$ cat config.mk
export PLATFORM = sky130hd
export DESIGN_NAME = coef_value_decoder
export DESIGN_NICKNAME = d
export VERILOG_FILES = /design/src/rtl/coef_value_decoder.sv
export SDC_FILE = /design/constraint.sdc
export NUM_CORES = 1
export LEC_CHECK = 0
export ABC_AREA = 1
export ABC_CLOCK_PERIOD_IN_PS = 2900
export CORE_UTILIZATION = 45
export CTS_CLUSTER_DIAMETER = 40
export DETAILED_ROUTE_END_ITERATION = 8
export PLACE_DENSITY = 0.71
export SYNTH_ARGS = -nofsm -noshare
export SYNTH_HDL_FRONTEND = slang
export SYNTH_SLANG_ARGS = --single-unit
$ cat constraint.sdc
create_clock -name clk -period 2.9 [get_ports clk]
set_input_delay 0.87 -clock clk [delete_from_list [all_inputs] [get_ports clk]]
set_output_delay 0.87 -clock clk [all_outputs]
set_load 0.02 [all_outputs]
$ cat src/rtl/coef_value_decoder.sv
// Streaming JPEG size/amplitude decoder: sign-extends amplitude bits, then adds
// DC differences to a per-component predictor with saturation. Two-stage valid/ready pipe.
module coef_value_decoder #(
  parameter int SIZE_WIDTH = 4,
  parameter int CODE_WIDTH = 12,
  parameter int OUT_WIDTH  = 16,
  parameter int NUM_COMP   = 3,
  parameter int COMP_W     = (NUM_COMP > 1) ? $clog2(NUM_COMP) : 1
) (
  input  logic                  clk,
  input  logic                  rst_n,
  input  logic                  in_valid,
  output logic                  in_ready,
  input  logic [SIZE_WIDTH-1:0] in_size,
  input  logic [CODE_WIDTH-1:0] in_code,
  input  logic                  in_is_dc,
  input  logic [COMP_W-1:0]     in_comp,
  input  logic                  pred_clear,
  output logic                  out_valid,
  input  logic                  out_ready,
  output logic [OUT_WIDTH-1:0]  out_value,
  output logic [COMP_W-1:0]     out_comp,
  output logic                  out_is_dc,
  output logic                  out_err,
  output logic                  out_sat
);

  localparam logic [OUT_WIDTH-1:0] ONES    = '1;
  localparam logic [OUT_WIDTH-1:0] SAT_MAX = {1'b0, {(OUT_WIDTH-1){1'b1}}};
  localparam logic [OUT_WIDTH-1:0] SAT_MIN = {1'b1, {(OUT_WIDTH-1){1'b0}}};

  logic                 en1, en2;
  logic                 s1_valid, s1_err, s1_is_dc;
  logic [OUT_WIDTH-1:0] s1_e;
  logic [COMP_W-1:0]    s1_comp;
  logic [OUT_WIDTH-1:0] pred [NUM_COMP];

  logic [OUT_WIDTH-1:0] mask, mag, top, ext;
  logic                 in_err, neg;
  logic [OUT_WIDTH-1:0] pred_sel, dc_val, nxt_val;
  logic [OUT_WIDTH:0]   sum;
  logic                 ovf, nxt_sat, pred_we;

  assign en2      = !out_valid || out_ready;
  assign en1      = !s1_valid || en2;
  assign in_ready = en1;

  // mask covers the low s bits; top isolates bit s-1 (zero when s = 0, which makes ext = 0)
  always_comb begin
    in_err = {{(32-SIZE_WIDTH){1'b0}}, in_size} > 32'(CODE_WIDTH);
    mask   = ~(ONES << in_size);
    mag    = OUT_WIDTH'(in_code) & mask;
    top    = mask & ~(mask >> 1);
    neg    = ((mag & top) == '0);
    ext    = '0;
    if (!in_err) ext = neg ? (mag - mask) : mag;
  end

  always_comb begin
    pred_sel = '0;
    for (int i = 0; i < NUM_COMP; i++)
      if (s1_comp == COMP_W'(i)) pred_sel = pred[i];
    sum     = {s1_e[OUT_WIDTH-1], s1_e} + {pred_sel[OUT_WIDTH-1], pred_sel};
    ovf     = sum[OUT_WIDTH] ^ sum[OUT_WIDTH-1];
    dc_val  = ovf ? (sum[OUT_WIDTH] ? SAT_MIN : SAT_MAX) : sum[OUT_WIDTH-1:0];
    nxt_val = s1_err ? '0 : (s1_is_dc ? dc_val : s1_e);
    nxt_sat = !s1_err && s1_is_dc && ovf;
    pred_we = en2 && s1_valid && s1_is_dc && !s1_err;
  end

  always_ff @(posedge clk or negedge rst_n) begin
    if (!rst_n) begin
      s1_valid <= 1'b0;
      s1_e     <= '0;
      s1_err   <= 1'b0;
      s1_is_dc <= 1'b0;
      s1_comp  <= '0;
    end else if (en1) begin
      s1_valid <= in_valid;
      if (in_valid) begin
        s1_e     <= ext;
        s1_err   <= in_err;
        s1_is_dc <= in_is_dc;
        s1_comp  <= in_comp;
      end
    end
  end

  always_ff @(posedge clk or negedge rst_n) begin
    if (!rst_n) begin
      out_valid <= 1'b0;
      out_value <= '0;
      out_comp  <= '0;
      out_is_dc <= 1'b0;
      out_err   <= 1'b0;
      out_sat   <= 1'b0;
    end else if (en2) begin
      out_valid <= s1_valid;
      if (s1_valid) begin
        out_value <= nxt_val;
        out_comp  <= s1_comp;
        out_is_dc <= s1_is_dc;
        out_err   <= s1_err;
        out_sat   <= nxt_sat;
      end
    end
  end

  // clear has priority over a same-cycle update; the result itself still used the old predictor
  always_ff @(posedge clk or negedge rst_n) begin
    if (!rst_n) begin
      for (int i = 0; i < NUM_COMP; i++) pred[i] <= '0;
    end else begin
      for (int i = 0; i < NUM_COMP; i++) begin
        if (pred_clear) pred[i] <= '0;
        else if (pred_we && s1_comp == COMP_W'(i)) pred[i] <= nxt_val;
      end
    end
  end

endmodule

### After elaboration in Yosys (flattened, before gate mapping)

Cells that the tools add are included.

* bits in latches: 0
* output and inout bits: 23
* input port bits: 24
* register bits: 91
* memories kept: 0
* logic and storage cells: 61
* memory bits (writable): 0
* ROM bits: 0

* mux-type cells: 15
* bitwise logic cells: 6
* reduce and logical (&&, ||, !) cells: 20
* magnitude comparators: 1
* $add $sub $neg: 2
* multiply operators: 0
* divide/modulo/power cells: 0
* shift operators: 1
* equality and inequality tests: 2

Operators by type and width (number)
* 16-bit two-way mux: 15
* 16-bit bitwise AND: 2
* 16-bit by 16-bit adder with 17-bit output: 1
* 12-bit by 16-bit bitwise AND with 16-bit output: 1
* 16-bit zero test: 1
* 15-bit inverter with 16-bit output: 1
* 16-bit inverter: 1
* 16-bit by 4-bit left shift with 16-bit output (first input constant): 1
* 16-bit subtractor: 1
* 1-bit logical AND: 8
* 2-bit nonzero test: 3
* 4-bit greater-than comparator (second input constant): 1
* 2-bit AND reduction: 2
* 1-bit zero test: 3
* 2-bit by 1-bit equality test with 1-bit output (second input constant): 1
* 2-bit equality test (second input constant): 1
* 2-bit zero test: 1
* 1-bit logical OR: 2
* 1-bit XOR: 1

### Depth between registers and ports, before layout

* depth after elaboration: 11
* mapped depth: 22
* gate-level depth less buffers: 20

### Worst setup path after synthesis

OpenSTA, ideal clock, no wires.

* path type: flip-flop to flip-flop
* from: reg s1_comp[1]
* to: reg pred[21] (netlist bit)
* required time: 2.781 ns
* clock period less this slack: 3.024 ns
* arrival time: 2.905 ns
* slack: -0.124 ns
* cell stages (with the launch flop): 23
* library setup time: 0.119 ns
* path buffers: 2
* path through: dfrtp_1 -> clkinv_1 -> nor2_1 -> clkbuf_1 -> nand2_1 -> nand3_1 -> ha_1 -> inv_1 -> fa_1 -> nand3b_1 -> nand2_1 -> nand2_1 -> nand2_1 -> nand2_1 -> nand2_1 -> nand2_1 -> nand2_1 -> nand3_2 -> buf_4 -> nand2_1 -> inv_2 -> nand4_1 -> nand2_1

* cells in the longest elaborated chain, start to end: 11

Ends and longest elaborated chain
* start, declared: line 35 `logic [COMP_W-1:0] s1_comp;`
* start signal, assigned: line 84 `s1_comp <= in_comp;`
* 2-bit zero test: line 62 `if (s1_comp == COMP_W'(i)) pred_sel = pred[i];`
* 16-bit two-way mux (3 in series): line 62
* 16-bit by 16-bit adder with 17-bit output: line 63 `sum = {s1_e[OUT_WIDTH-1], s1_e} + {pred_sel[OUT_WIDTH-1], pred_sel};`
* 16-bit two-way mux or 1-bit XOR (tied branches): line 65, 64
* 16-bit two-way mux: line 65 `dc_val = ovf ? (sum[OUT_WIDTH] ? SAT_MIN : SAT_MAX) : sum[OUT_WIDTH-1:0];`
* 16-bit two-way mux (2 in series): line 66 `nxt_val = s1_err ? '0 : (s1_is_dc ? dc_val : s1_e);`
* 16-bit two-way mux: line 116 `else if (pred_we && s1_comp == COMP_W'(i)) pred[i] <= nxt_val;`
* 16-bit two-way mux: line 115 `if (pred_clear) pred[i] <= '0;`
* end signal, assigned by index: line 116
* end, declared: line 36 `logic [OUT_WIDTH-1:0] pred [NUM_COMP];`

Several ways; a longest one is shown, not always the timed one. The select of a mux whose other input is x is not followed.
A chain may end at the register's enable or synchronous reset.

### Worst setup path in the final report

* from: reg s1_comp[0]
* to: reg pred[28] (netlist bit)

The elaborated chain is that of the path after synthesis.

==> flow_summary.toml <==
[placed_design]
io_buffers = 46
dp_hpwl_mm = 12.95
placed_cells = 1109
place_area_um2 = 7136
post-place-ws_ns = -0.1746
gp_congestion = 0.9490

[sta]
fmax_ghz = 0.3459
slew_headroom_pct = 49.85
slew_violations = 0
setup_viol = 0
finalCriticalPeriod_ns = 2.891
final.period_utilization_pct = 99.70
rsz0062_at_grt = "yes"
fin_tns_setup_ns = 0
fin_skew_ns = 0.01089
tightest_slew_ns = 0.7522
hold_viol_final = 0
layout_setup_ws_ns = 0.008572

[yosys]
yosysWarnings = 0
avgSynthCellArea_um2 = 7.115
synthCells = 843
synth.distinct_cells = 42
syn_nets = 886
async_flop_share_pct = 100.0
synth-edff-count = 0
netlist_area_um2 = 5998
ys_ff_latch = 91
synth-main-ff-cell = "dfrtp_1"
yosysSeqAreaShare_pct = 37.96

[route]
postRouteAntennaNets = 0
routed_wl_mm = 18.27
drt_iter0_markers = 476
drc_errors = 0
wl_per_cell_um = 16.13
vias = 6235
first_pass_iters = 5
viasPerCell = 5.503

[setup_path]
crit_chain = "nor2_4, buf_6, a22o_1, a21oi_2, buf_4, fa_2, nand3b_1, nand2_2, nand2_2, nand2_2, nand2_4, nand2_4, nand2_4, nand2_4, nand3_4, buf_6, nand2_4, inv_4, nand4_1, nand2_1"
required_ns = 3.13
crit_family = "simple AND/OR/NAND/NOR gates"
path_common_cell = "nand2_4"
crit_type = "flop to flop"
cpPeakStageDelay_ns = 0.47
cp_slowest_cell = "dfrtp_2"
crit_buf_inv = 4
worstPathMaxFanout = 5
r2r-start = "s1_comp[0]"
worstSetupEndpointType = "flop"
start_kind = "flop"
cp.arrival_ns = 3.12
reg2reg_depth = 20
r2r-end = "pred[28]"
ff2ff_setup_slack_ns = 0.009

[floorplan]
die_area_um2 = 13800
core_area_um2 = 12820
initial_core_util_pct = 46.77
die_width_um = 117.5
dieHeight_um = 117.5
ios = 47
rows = 41

[status]
status = "finished, final reports clean"

[cts]
clock-root-buffer = "clkbuf_16"
clock_path_buffers = 2
cts_max_level = 3
cts-buffers-inserted = 9
cts_num_sinks = 91
clk_pin_slew_ns = 0.07
cts_tree = "built"
clock_latency_ns = 0.35

[global_routing]
grt_antenna_before_repair = 0
grt_pass1_vias = 5979
grt_usage_pct = 26.37
grt_start_max_net_pins = 41
overflow = 0
grt_pass1_wl_mm = 29.12

[cells_and_area]
nNetsFinal = 999
diodes = 0
layout.cells.non_filler = 1133
final_common_cell = "nand2_1"
area_delta_synth_final_pct = 32.60
final_area_um2 = 7954
mostFrequentLayoutCells = "nand2_1, dfrtp_1, buf_4"
layout-drive-gt1-share_pct = 24.77

[power]
p_leak_nw = 4.059
powerDensity_nw_per_um2 = 731.6
vdd.ir_drop.worst_mv = 0.5024

[flow_run]
max-cap-violations = 0

[min_path]
hp-class = "input pin to asynchronous set/reset pin"
[worst max-delay path by stage]
stage	from	endpoint	cells past startpoint
floorplan	s1_comp[1]	pred[21]	22
finish	s1_comp[0]	pred[28]	20
global placement	in_size[2]	s1_e[14]	12
detailed placement	in_size[2]	s1_e[14]	12
CTS	s1_comp[1]	out_value[5]	21
global route	s1_comp[0]	pred[28]	20
[power by group]
part           internal [mW]  switching (mW)  total [mW]
Clock                  0.613           0.545        1.16
Combinational           1.21            1.69        2.90
Sequential              1.55           0.214        1.76
[layout make-up]
cell class / instances / area (um^2)
sequential: 91 / 2280
clock buffer: 10 / 239.0
inverter: 95 / 376.6
fill: 1133 / 4871
tap: 172 / 215.2
timing repair buffer: 129 / 1162
multi-input combinational: 630 / 3636
clock inverter: 6 / 45.04
[sequential cells by signal, summed over array words and instances (netlist names), 2 cells and up]
signal and flops:
out_value 16, s1_e 16, out_comp 2, pred 48, s1_comp 2
[per-layer routing]
| layer | GRT usage (%) | vias to the layer above | routed length (um) |
|---|---|---|---|
| met5 | 0 | - | 0 |
| met1 | 35.01 | 2967 | 7913 |
| li1 | - | 2982 | - |
| met4 | 11.22 | 0 | 686 |
| met2 | 42.86 | 235 | 8581 |
| met3 | 3.924 | 51 | 1090 |
[what timing repair did]
item,4_1_cts,5_1_grt
resized for setup,9,109
hold buffers,0,0
pin swaps,1,29
setup buffers,1,5
cloned,0,2
endpoints found under the setup margin,63,66
[metrics by stage]
| step | utilization, % | hold WS (ns) | total power, mW |
|---|---|---|---|
| after floorplan | - | 0.4493 | 3.243 |
| after global placement | 55.64 | 0.4639 | 4.182 |
| after detailed placement | 55.64 | 0.4650 | 4.212 |
| after CTS | 58.05 | 0.4820 | 5.391 |
| after global routing | 62.02 | 0.4923 | 6.153 |
| final | 62.02 | 0.4773 | 5.819 |
[logic make-up (layout without fill, tap and decap cells)]
| family | count (synthesis) | in the layout | share of synthesized area [%] |
|---|---|---|---|
| flip-flops | 91 | 91 | 37.96 |
| buffers and inverters | 122 | 240 | 8.448 |
| AND/OR/NAND/NOR | 505 | 505 | 39.01 |
| adder cells (fa/ha/maj) | 19 | 19 | 4.089 |
| XOR/XNOR | 11 | 11 | 1.606 |
| AO/OA/AOI/OAI | 95 | 95 | 8.886 |
[cells in the mapped netlist, types with 3 or more instances]
library cell | n | share of area, %
nor2_1 | 51 | 3.2
ha_1 | 18 | 3.8
o21ai_0 | 29 | 2.4
buf_2 | 5 | 0.42
nand4_1 | 51 | 5.3
buf_1 | 6 | 0.38
o22ai_1 | 8 | 0.83
nand3b_1 | 7 | 0.88
nand3_1 | 50 | 4.2
buf_4 | 3 | 0.38
nand3_4 | 9 | 2.6
nand2_2 | 4 | 0.42
inv_1 | 73 | 4.6
nor2_2 | 5 | 0.52
o211ai_1 | 3 | 0.38
o21ai_1 | 5 | 0.42
dfrtp_1 | 91 | 38
xnor2_1 | 9 | 1.3
nand2_1 | 313 | 20
a21oi_2 | 4 | 0.58
nor3_1 | 3 | 0.25
clkbuf_1 | 10 | 0.63
a21oi_1 | 40 | 3.3
inv_2 | 20 | 1.3
(Power assumes the default switching activity.)
